===== src/rtl/axi_decerr_slv.sv =====
// Error-terminating AXI4+ATOP slave: drains writes and answers every burst
// with a fixed error response so interconnect bookkeeping stays balanced.

package axi_decerr_pkg;
    localparam int unsigned IdWidth   = 4;
    localparam int unsigned AddrWidth = 32;
    localparam int unsigned DataWidth = 64;
    localparam int unsigned UserWidth = 1;

    typedef struct packed {
        logic [IdWidth-1:0]   id;
        logic [AddrWidth-1:0] addr;
        logic [7:0]           len;
        logic [2:0]           size;
        logic [1:0]           burst;
        logic                 lock;
        logic [3:0]           cache;
        logic [2:0]           prot;
        logic [3:0]           qos;
        logic [3:0]           region;
        logic [5:0]           atop;
        logic [UserWidth-1:0] user;
    } aw_chan_t;

    typedef struct packed {
        logic [DataWidth-1:0]   data;
        logic [DataWidth/8-1:0] strb;
        logic                   last;
        logic [UserWidth-1:0]   user;
    } w_chan_t;

    typedef struct packed {
        logic [IdWidth-1:0]   id;
        logic [1:0]           resp;
        logic [UserWidth-1:0] user;
    } b_chan_t;

    typedef struct packed {
        logic [IdWidth-1:0]   id;
        logic [AddrWidth-1:0] addr;
        logic [7:0]           len;
        logic [2:0]           size;
        logic [1:0]           burst;
        logic                 lock;
        logic [3:0]           cache;
        logic [2:0]           prot;
        logic [3:0]           qos;
        logic [3:0]           region;
        logic [UserWidth-1:0] user;
    } ar_chan_t;

    typedef struct packed {
        logic [IdWidth-1:0]   id;
        logic [DataWidth-1:0] data;
        logic [1:0]           resp;
        logic                 last;
        logic [UserWidth-1:0] user;
    } r_chan_t;

    typedef struct packed {
        aw_chan_t aw;
        logic     aw_valid;
        w_chan_t  w;
        logic     w_valid;
        logic     b_ready;
        ar_chan_t ar;
        logic     ar_valid;
        logic     r_ready;
    } axi_req_t;

    typedef struct packed {
        logic     aw_ready;
        logic     ar_ready;
        logic     w_ready;
        logic     b_valid;
        b_chan_t  b;
        logic     r_valid;
        r_chan_t  r;
    } axi_resp_t;
endpackage

// Small synchronous FIFO; a push while full is dropped, so callers gate on full_o.
module axi_decerr_fifo #(
    parameter int unsigned Depth = 4,
    parameter int unsigned Width = 8
) (
    input  logic             clk_i,
    input  logic             rst_ni,
    input  logic             test_i,
    input  logic             push_i,
    input  logic [Width-1:0] data_i,
    input  logic             pop_i,
    output logic [Width-1:0] data_o,
    output logic             full_o,
    output logic             empty_o
);
    localparam int unsigned PtrW = (Depth > 1) ? $clog2(Depth) : 1;
    localparam int unsigned CntW = $clog2(Depth + 1);

    logic [Width-1:0] mem_q [Depth];
    logic [PtrW-1:0]  wr_ptr_q, rd_ptr_q;
    logic [CntW-1:0]  cnt_q;
    logic             push, pop;
    logic             unused_test;

    assign unused_test = test_i;
    assign full_o      = (cnt_q == CntW'(Depth));
    assign empty_o     = (cnt_q == '0);
    assign push        = push_i & ~full_o;
    assign pop         = pop_i & ~empty_o;
    assign data_o      = mem_q[rd_ptr_q];

    // Storage needs no reset: entries are only read once counted valid.
    always_ff @(posedge clk_i) begin
        if (push) mem_q[wr_ptr_q] <= data_i;
    end

    // Pointers and occupancy.
    always_ff @(posedge clk_i or negedge rst_ni) begin
        if (!rst_ni) begin
            wr_ptr_q <= '0;
            rd_ptr_q <= '0;
            cnt_q    <= '0;
        end else begin
            if (push) wr_ptr_q <= (wr_ptr_q == PtrW'(Depth - 1)) ? '0 : wr_ptr_q + PtrW'(1);
            if (pop)  rd_ptr_q <= (rd_ptr_q == PtrW'(Depth - 1)) ? '0 : rd_ptr_q + PtrW'(1);
            cnt_q <= cnt_q + CntW'(push) - CntW'(pop);
        end
    end
endmodule

// State table for the R channel FSM:
//   state   | meaning
//   R_IDLE  | no burst in flight; waits for a read-tracking entry
//   R_BURST | streaming beats for the entry at the read-FIFO head
module axi_decerr_slv #(
    parameter int unsigned AxiIdWidth  = 32'd4,
    parameter bit          AtopSupport = 1'b1,
    parameter type         axi_req_t   = axi_decerr_pkg::axi_req_t,
    parameter type         axi_resp_t  = axi_decerr_pkg::axi_resp_t,
    parameter logic [1:0]  RespResp    = 2'b11,
    parameter logic [63:0] RespData    = 64'hCA11AB1E_BADCAB1E,
    parameter int unsigned MaxTrans    = 32'd4
) (
    input  logic      clk_i,
    input  logic      rst_ni,
    input  logic      test_i,
    input  axi_req_t  slv_req_i,
    output axi_resp_t slv_resp_o
);
    typedef logic [AxiIdWidth-1:0] id_t;
    typedef struct packed {
        id_t        id;
        logic [7:0] len;
    } rf_entry_t;
    typedef enum logic { R_IDLE, R_BURST } r_state_e;

    logic      atop_r, aw_ready, ar_ready, w_ready;
    logic      aw_hs, ar_hs, w_last_hs, b_hs;
    logic      wf_full, wf_empty;
    id_t       wf_head;
    logic      rf_full, rf_empty, rf_push, rf_pop;
    rf_entry_t rf_in, rf_head;
    logic      b_valid_q;
    id_t       b_id_q;
    r_state_e  state_q, state_d;
    logic [7:0] cnt_q, cnt_d;
    logic      r_valid, r_last;

    // Atomics need a read-tracking slot too, so AW claims the RF push ahead of AR.
    assign atop_r    = AtopSupport & slv_req_i.aw.atop[5];
    assign aw_ready  = ~wf_full & (~atop_r | ~rf_full);
    assign ar_ready  = ~rf_full & ~(slv_req_i.aw_valid & atop_r);
    assign w_ready   = ~wf_empty & ~b_valid_q;
    assign aw_hs     = slv_req_i.aw_valid & aw_ready;
    assign ar_hs     = slv_req_i.ar_valid & ar_ready;
    assign w_last_hs = slv_req_i.w_valid & w_ready & slv_req_i.w.last;
    assign b_hs      = b_valid_q & slv_req_i.b_ready;
    assign rf_push   = (aw_hs & atop_r) | ar_hs;
    assign rf_in     = (aw_hs & atop_r) ? rf_entry_t'{id: id_t'(slv_req_i.aw.id), len: slv_req_i.aw.len}
                                        : rf_entry_t'{id: id_t'(slv_req_i.ar.id), len: slv_req_i.ar.len};

    axi_decerr_fifo #(.Depth(MaxTrans), .Width(AxiIdWidth)) i_wr_fifo (
        .clk_i   (clk_i),
        .rst_ni  (rst_ni),
        .test_i  (test_i),
        .push_i  (aw_hs),
        .data_i  (id_t'(slv_req_i.aw.id)),
        .pop_i   (w_last_hs),
        .data_o  (wf_head),
        .full_o  (wf_full),
        .empty_o (wf_empty)
    );

    axi_decerr_fifo #(.Depth(MaxTrans), .Width($bits(rf_entry_t))) i_rd_fifo (
        .clk_i   (clk_i),
        .rst_ni  (rst_ni),
        .test_i  (test_i),
        .push_i  (rf_push),
        .data_i  (rf_in),
        .pop_i   (rf_pop),
        .data_o  (rf_head),
        .full_o  (rf_full),
        .empty_o (rf_empty)
    );

    // B response: loaded by the last W beat, held until accepted.
    always_ff @(posedge clk_i or negedge rst_ni) begin
        if (!rst_ni) begin
            b_valid_q <= 1'b0;
            b_id_q    <= '0;
        end else if (w_last_hs) begin
            b_valid_q <= 1'b1;
            b_id_q    <= wf_head;
        end else if (b_hs) begin
            b_valid_q <= 1'b0;
        end
    end

    // R FSM state and beat counter.
    always_ff @(posedge clk_i or negedge rst_ni) begin
        if (!rst_ni) begin
            state_q <= R_IDLE;
            cnt_q   <= '0;
        end else begin
            state_q <= state_d;
            cnt_q   <= cnt_d;
        end
    end

    // R FSM next state; the RF entry is popped only on the final beat.
    always_comb begin
        state_d = state_q;
        cnt_d   = cnt_q;
        r_valid = 1'b0;
        r_last  = 1'b0;
        rf_pop  = 1'b0;
        unique case (state_q)
            R_IDLE: begin
                if (!rf_empty) begin
                    state_d = R_BURST;
                    cnt_d   = '0;
                end
            end
            R_BURST: begin
                r_valid = 1'b1;
                r_last  = (cnt_q == rf_head.len);
                if (slv_req_i.r_ready) begin
                    cnt_d = cnt_q + 8'd1;
                    if (r_last) begin
                        rf_pop  = 1'b1;
                        state_d = R_IDLE;
                    end
                end
            end
            default: state_d = R_IDLE;
        endcase
    end

    // Response assembly; payloads are zero whenever their valid is low.
    always_comb begin
        slv_resp_o          = '0;
        slv_resp_o.aw_ready = aw_ready;
        slv_resp_o.ar_ready = ar_ready;
        slv_resp_o.w_ready  = w_ready;
        slv_resp_o.b_valid  = b_valid_q;
        slv_resp_o.r_valid  = r_valid;
        if (b_valid_q) begin
            slv_resp_o.b.id   = b_id_q;
            slv_resp_o.b.resp = RespResp;
        end
        if (r_valid) begin
            slv_resp_o.r.id   = rf_head.id;
            slv_resp_o.r.resp = RespResp;
            slv_resp_o.r.last = r_last;
            for (int i = 0; i < $bits(slv_resp_o.r.data); i++) begin
                slv_resp_o.r.data[i] = RespData[i % 64];
            end
        end
    end
endmodule


===== config.mk =====
export PLATFORM = sky130hd
export DESIGN_NAME = axi_decerr_slv
export DESIGN_NICKNAME = d
export VERILOG_FILES = /design/src/rtl/axi_decerr_slv.sv
export SDC_FILE = /design/constraint.sdc
export NUM_CORES = 1
export LEC_CHECK = 0
export ABC_AREA = 1
export CAP_MARGIN = 20
export CORE_MARGIN = 2
export CORE_UTILIZATION = 25
export CTS_BUF_LIST = sky130_fd_sc_hd__clkbuf_4 sky130_fd_sc_hd__clkbuf_8 sky130_fd_sc_hd__clkbuf_16
export DETAILED_ROUTE_END_ITERATION = 8
export HOLD_SLACK_MARGIN = 0.06
export MAX_ROUTING_LAYER = met4
export PLACE_DENSITY = 0.53
export SLEW_MARGIN = 40
export SYNTH_ARGS = -nofsm -noshare
export SYNTH_HDL_FRONTEND = slang
export SYNTH_HIERARCHICAL = 1
export SYNTH_SLANG_ARGS = --single-unit
export TNS_END_PERCENT = 1

===== constraint.sdc =====
create_clock -name clk_i -period 5.1 [get_ports clk_i]
set_clock_uncertainty 0.1 [all_clocks]
set_input_delay 0.51 -clock clk_i [delete_from_list [all_inputs] [get_ports clk_i]]
set_output_delay 0.51 -clock clk_i [all_outputs]
set_load 0.01 [all_outputs]

==> flow_summary.toml, run 1 <==
[sta]
timing_worst_slew_pin_value_ns = 0.660
max_slew_violation_total_from_the_final_report = 0
slew_headroom_pct = 56.0
setup_viol = 0
achievable-frequency_mhz = 294
layout_worst_path_cycle_share_pct = 66.6
rsz0062_at_grt = "false"
fin_setup_tns_ns = 0
period_minus_slack_ns = 3.40
report.final.hold_viol_count = 0

[synthesis]
synth_sequential_area_ratio_pct = 50.6
synth_top_cells_by_area = "edfxtp_1 (37%), dfrtp_1 (14%), buf_4 (11%)"
synth_largest_area_cell = "edfxtp_1"
yosys_warning_count = 6
synth.distinct_cells = 34
postSynthRegisterBits = 92
syn_avg_cell_area_um2 = 9.44
post-synth-top-area-fraction_pct = 37.1
netlist_area_before_placement_mm2 = 0.00518
post_synth_inst_count = 549

[power_and_ir_drop]
cellPowerDensity_mw_per_mm2 = 443
power_switching_share_pct = 35.2
power_frac_comb_pct = 31.2
static-leakage-power_uw = 0.00277
irDropWorstVdd_uv = 168
p_int_uw = 1780
clock_power_share_pct = 26.0
total_switching_power_uw = 964
seq_power_share_pct = 42.8

[die]
die_w_um = 148
effective_utilization_at_floorplan_pct = 25.5
ios = 304
rows = 52
die_height_um = 148
core_region_area_mm2 = 0.0203
dieArea_mm2 = 0.0219

[global_routing]
grt_overflow = 0
grt_use_total_pct = 9.61
grt_antenna_before_repair = 0
largest_net_degree_at_the_start_of_global_routing = 45
wire_length_of_the_first_global_routing_pass_um = 15500
vias_in_the_first_global_route = 2836

[layout]
final_cells = 871
layout.area.seq_mm2 = 0.00262
layout_cell_share_with_drive_strength_beyond_1_pct = 8.99
finalInstanceArea_mm2 = 0.00618
multi_input_area_mm2 = 0.00165
antennaDiodeCount = 0
area.growth.synth_to_final_pct = 19.3
final_nets = 833
fill_cells = 2105

[route]
detail_route.drc_violations = 0
drt-initial-drc-count = 187
finalWirelength_um = 10000
route.antenna.remaining_nets = 0
vias = 3279
wire_per_inst_um = 11.5
detail_route.first_pass.iterations = 6
viasPerCell = 3.76

[clocking]
post_cts_hold_buffer_count = 0
clkSinkCount = 92
cts_htree_levels = 3
clock_insertion_delay_worst_skew_ns = 0.34
clockBufferDepth = 2
post_cts_resize_count = 0
cts-buffers-inserted = 9
tritoncts = "yes"
clk_pin_slew_worst_paths_ns = 0.07
post_cts.repair.setup_buffers = 0
root_buffer = "clkbuf_16"

[worst_hold_path]
hold_class = "flop to flop"

[critical_path]
critical_path_class = "flop to primary output"
critPathRequiredTime_ns = 4.49
crit_path_end_kind = "primary output"
worst-path-max-fanout = 15
timing.critical_path.from_type = "flop"
crit_arrival_ns = 2.79

[place]
io_buffer_count = 84
final_weighted_congestion_of_routability_driven_global_placement = 0.744
dpl-instance-area_mm2 = 0.00585
place_hpwl_um = 7160
placed_cells_incl_taps = 855

[job]
max_cap_viol_count = 0

[status]
result_of_the_run = "complete, no violations"
## Yosys cell counts
cell	number
nand2_1	151
inv_1	83
buf_4	77
edfxtp_1	64
dfrtp_1	28
o211ai_1	27
nand3_1	24
nor2_1	19
ha_1	15
buf_6	7
nand2_2	7
o211ai_2	5
o21ai_0	5
nor2_2	4
xnor2_1	4
buf_2	3
nand2_4	3
a21oi_1	2
fa_1	2
inv_2	2
nand3_2	2
o22ai_1	2
xor2_1	2
a21oi_2	1
a22o_1	1
a2bb2oi_1	1
and2_1	1
buf_12	1
clkinv_2	1
conb_1	1
inv_4	1
nand3b_1	1
nor2_4	1
o21ai_2	1
## cell families after synthesis
kind of cell	count (synthesis)	synth area share (%)
AOI/OAI and AO/OA	45	6.71
xor gates and xnor gates	6	1.01
adders and majority gates	17	4.39
buffers and inverters	175	19.7
DFF	92	50.6
other	1	0.0724
and+or+nand+nor	213	17.5
## state kept, by name (all words and copies together) (netlist names), 3 cells and up
name,count
cnt_q,8
i_wr_fifo/mem_q,16
i_rd_fifo/mem_q,48
i_rd_fifo/cnt_q,3
b_id_q,4
i_wr_fifo/cnt_q,3
## final timing paths
path	start	endpoint	slack, ns	cells after the start
worst max-delay path	i_rd_fifo/rd_ptr_q[1]	slv_resp_o[1]	1.70	9
worst min-delay path	b_id_q[3]	b_id_q[3]	0.39	2
worst max register to register	i_rd_fifo/rd_ptr_q[1]	i_rd_fifo/cnt_q[2]	1.93	16
worst min register to register	b_id_q[3]	b_id_q[3]	0.39	2
max in group asynchronous	rst_ni	i_rd_fifo/rd_ptr_q[0]	4.13	2
min in group asynchronous	rst_ni	i_wr_fifo/rd_ptr_q[0]	0.46	2
## cell type report
| class | count | share of cell area [%] |
|---|---|---|
| Sequential cell | 92 | 42.4 |
| Inverter | 87 | 5.34 |
| Timing Repair Buffer | 93 | 14.7 |
| Clock buffer | 9 | 3.64 |
| Multi-Input combinational cell | 313 | 26.8 |
| Tap cell | 270 | 5.46 |
| Clock inverter | 7 | 1.66 |
## layout by cell type, fill, tap and decap left out, types with 5 or more instances in the layout
| cell type | count |
|---|---|
| ha_1 | 15 |
| o21ai_0 | 5 |
| clkbuf_16 | 9 |
| buf_4 | 9 |
| nand3_1 | 24 |
| clkdlybuf4s50_1 | 84 |
| inv_1 | 83 |
| nor2_1 | 19 |
| nand2_1 | 151 |
| o211ai_1 | 27 |
| edfxtp_1 | 64 |
| conb_1 | 32 |
| o211ai_2 | 5 |
| nand2_2 | 7 |
| dfrtp_1 | 27 |
## per-layer routing
| layer | up-vias | global-route usage (%) | wire length, µm | part of all wire [%] |
|---|---|---|---|---|
| li1 | 1735 | - | - | - |
| met1 | 1458 | 12.8 | 4810 | 48 |
| met2 | 77 | 14.7 | 4640 | 46 |
| met3 | 9 | 2.16 | 434 | 4.3 |
| met4 | 0 | 2.71 | 116 | 1.2 |
| met5 | - | - | 0 | 0 |
## critical path, stage by stage (launching register included)
cell	delay, ns
dfrtp_1	0.75
inv_2	0.27
o211ai_1	0.17
nand2_1	0.14
xnor2_1	0.15
nand2_1	0.06
nor2_1	0.12
nand2_1	0.06
nor2_1	0.13
clkdlybuf4s50_1	0.57
## metrics by stage
step	utilization, %	setup WS [ns]	hold WS (ns)	power (µW)
floorplan	-	2.45	0.114	1840
global placement	28.8	1.38	0.367	2050
detailed placement	28.8	1.33	0.373	2060
CTS	30.5	1.64	0.392	2790
global route	30.5	1.39	0.420	2950
finish	30.5	1.70	0.390	2740
## power groups by stage
stage	logic, µW	registers [µW]	clock network, µW
after floorplan	705	1130	0
after global placement	865	1190	0
after detailed placement	874	1190	0
after CTS	876	1180	734
after global routing	984	1210	762
final	856	1170	712
(Power assumes the default switching activity.)
==> run 2: changes to the inputs <==
- PLACE_DENSITY: 0.53 -> 0.55
- clock period: 5.1 -> 3.1 ns (I/O delays scaled with it)
==> run 2 against run 1 <==
Net effect:
- worst hold slack got worse by 0.14 ns
- final cell count is 1.0% higher
- via count increased by 3.0%
- non-clock buffer count is 9 higher
- clock-buffer cell count unchanged
- largest cell class unchanged
==> flow_summary.toml, run 2 (synthesis gave the netlist of run 1 again) <==
[die]
rows = 52
core_region_area_mm2 = 0.0203
dieArea_mm2 = 0.0219
ios = 304
die_w_um = 148
effective_utilization_at_floorplan_pct = 25.5
die_height_um = 148

[place]
final_weighted_congestion_of_routability_driven_global_placement = 0.723
place_hpwl_um = 7410
dpl-instance-area_mm2 = 0.00593
dp_slack_ns = 0.307
io_buffer_count = 84

[clocking]
clk_pin_slew_worst_paths_ns = 0.07
post_cts_resize_count = 0
post_cts.repair.setup_buffers = 0
clkSinkCount = 92
clock_insertion_delay_worst_skew_ns = 0.35
post_cts_hold_buffer_count = 0
cts_htree_levels = 3
clockBufferDepth = 2
root_buffer = "clkbuf_16"
cts-buffers-inserted = 9
tritoncts = "yes"

[critical_path]
timing.critical_path.from_type = "flop"
worst-path-max-fanout = 51
cpLargestDelayFamily = "buffers and inverters"
regToRegSetupSlack_ns = 0.34
critPathBufInv = 4
crit_arrival_ns = 2.47
critical_path_class = "flop to primary output"
crit_cells = 12
cell_repeated_most_along_the_worst_path = "nand2_1"
critPathRequiredTime_ns = 2.69
cp_cell_sequence = "buf_12 -> o211ai_1 -> nand2_1 -> inv_1 -> nand2_1 -> nand2_1 -> nand2_1 -> nor2_1 -> buf_4 -> nand2_1 -> nor2_1 -> clkdlybuf4s50_1"
crit_path_max_incr_delay_ns = 0.56
crit_path_end_kind = "primary output"
critical-path-slowest-cell = "clkdlybuf4s50_1"
ff2ff_path_depth = 18

[route]
detail_route.drc_violations = 0
detail_route.first_pass.iterations = 4
wire_per_inst_um = 11.5
route.antenna.remaining_nets = 0
viasPerCell = 3.84
drt-initial-drc-count = 204
vias = 3377
finalWirelength_um = 10100

[global_routing]
largest_net_degree_at_the_start_of_global_routing = 52
wire_length_of_the_first_global_routing_pass_um = 16000
grt_overflow = 0
grt_use_total_pct = 9.77
grt_antenna_before_repair = 0
vias_in_the_first_global_route = 3020

[sta]
max_slew_violation_total_from_the_final_report = 0
rsz0062_at_grt = "false"
timing_worst_slew_pin_value_ns = 0.673
worst_hold_slack_ns = 0.253
fin_setup_tns_ns = 0
layout_worst_path_cycle_share_pct = 92.8
report.final.hold_viol_count = 0
setup_viol = 0
setup_ws_ns = 0.223
achievable-frequency_mhz = 348
slew_headroom_pct = 55.1
period_minus_slack_ns = 2.88

[power_and_ir_drop]
irDropWorstVdd_uv = 303
static-leakage-power_uw = 0.00281
totalPowerFinal_uw = 4530
cellPowerDensity_mw_per_mm2 = 724

[layout]
layout_cell_share_with_drive_strength_beyond_1_pct = 10.2
mostFrequentLayoutCells = "nand2_1 (151), clkdlybuf4s50_1 (84), inv_1 (83)"
largest_reg_flops = 48
multi_input_area_mm2 = 0.00165
fill_cells = 2128
final_common_cell = "nand2_1"
final_nets = 842
area.growth.synth_to_final_pct = 20.7
layout.area.seq_mm2 = 0.00262
finalInstanceArea_mm2 = 0.00626
largestRegisters = "i_rd_fifo/mem_q x48, i_wr_fifo/mem_q x16, cnt_q x8"
top_register = "i_rd_fifo/mem_q"
antennaDiodeCount = 0

[job]
max_cap_viol_count = 0

[worst_hold_path]
hold_class = "input port to async pin"

[status]
result_of_the_run = "complete, no violations"
## run 2: cell types whose count changed in the layout (fill, tap and decap cells not counted)
cell	before	now
inv_8	2	3
buf_12	0	1
buf_4	9	17
clkinv_8	2	1
dfrtp_2	1	0
dfrtp_1	27	28
## run 2: layout make-up
type	instances	area share [%]
Tap cell	270	5.40
Clock buffer	9	3.60
Sequential cell	92	41.9
Inverter	87	5.28
Timing Repair Buffer	102	15.8
Multi-Input combinational cell	313	26.4
Clock inverter	7	1.56
## run 2: worst reg2reg max path, cell delays in order, from the launching register on
cell and delay (ns):
dfrtp_1 0.40, buf_12 0.18, o211ai_1 0.22, nand2_1 0.12, inv_1 0.07, nand2_1 0.05
nand2_1 0.05, nand2_1 0.05, nor2_1 0.17, nand3_1 0.13, inv_1 0.10, nand2_1 0.07
inv_1 0.06, ha_1 0.12, inv_1 0.04, ha_1 0.18, fa_1 0.37, nand3b_1 0.16
nand2_1 0.07
## run 2: metal layers
metal / wire length (µm) / share of wire, % / global-route usage, %
met5: 0 / 0 / -
met3: 383 / 3.8 / 2.50
met2: 4570 / 45 / 14.7
met4: 167 / 1.6 / 3.57
met1: 5010 / 49 / 12.8
## run 2: final timing paths
kind / from / endpoint
hold reg to reg: b_id_q[1] / b_id_q[1]
hold / removal: rst_ni / i_wr_fifo/cnt_q[2]
min in group clk_i: b_id_q[1] / b_id_q[1]
max in group asynchronous: rst_ni / cnt_q[0]
setup / recovery: i_rd_fifo/rd_ptr_q[0] / slv_resp_o[1]
setup reg to reg: i_rd_fifo/rd_ptr_q[0] / i_rd_fifo/cnt_q[2]
## run 2: where the power goes
part | internal [µW] | switching, µW
Clock | 654 | 515
Sequential | 1680 | 224
Combinational | 605 | 852
Total | 2940 | 1590
## run 2: stage by stage
| stage | utilization [%] | cells |
|---|---|---|
| 2_1_floorplan | - | 580 |
| 3_3_place_gp | 29.2 | 864 |
| 3_5_place_dp | 29.2 | 864 |
| 4_1_cts | 30.8 | 880 |
| 5_1_grt | 30.8 | 880 |
| 6_report | 30.8 | 880 |
==> run 3: changes to the inputs <==
- GPL_TIMING_DRIVEN: unset -> 1
- HOLD_SLACK_MARGIN: 0.06 -> unset
- SLEW_MARGIN: 40 -> unset
==> results of run 3 <==
No change in the layout: final DEF, timing and power equal those of run 2.
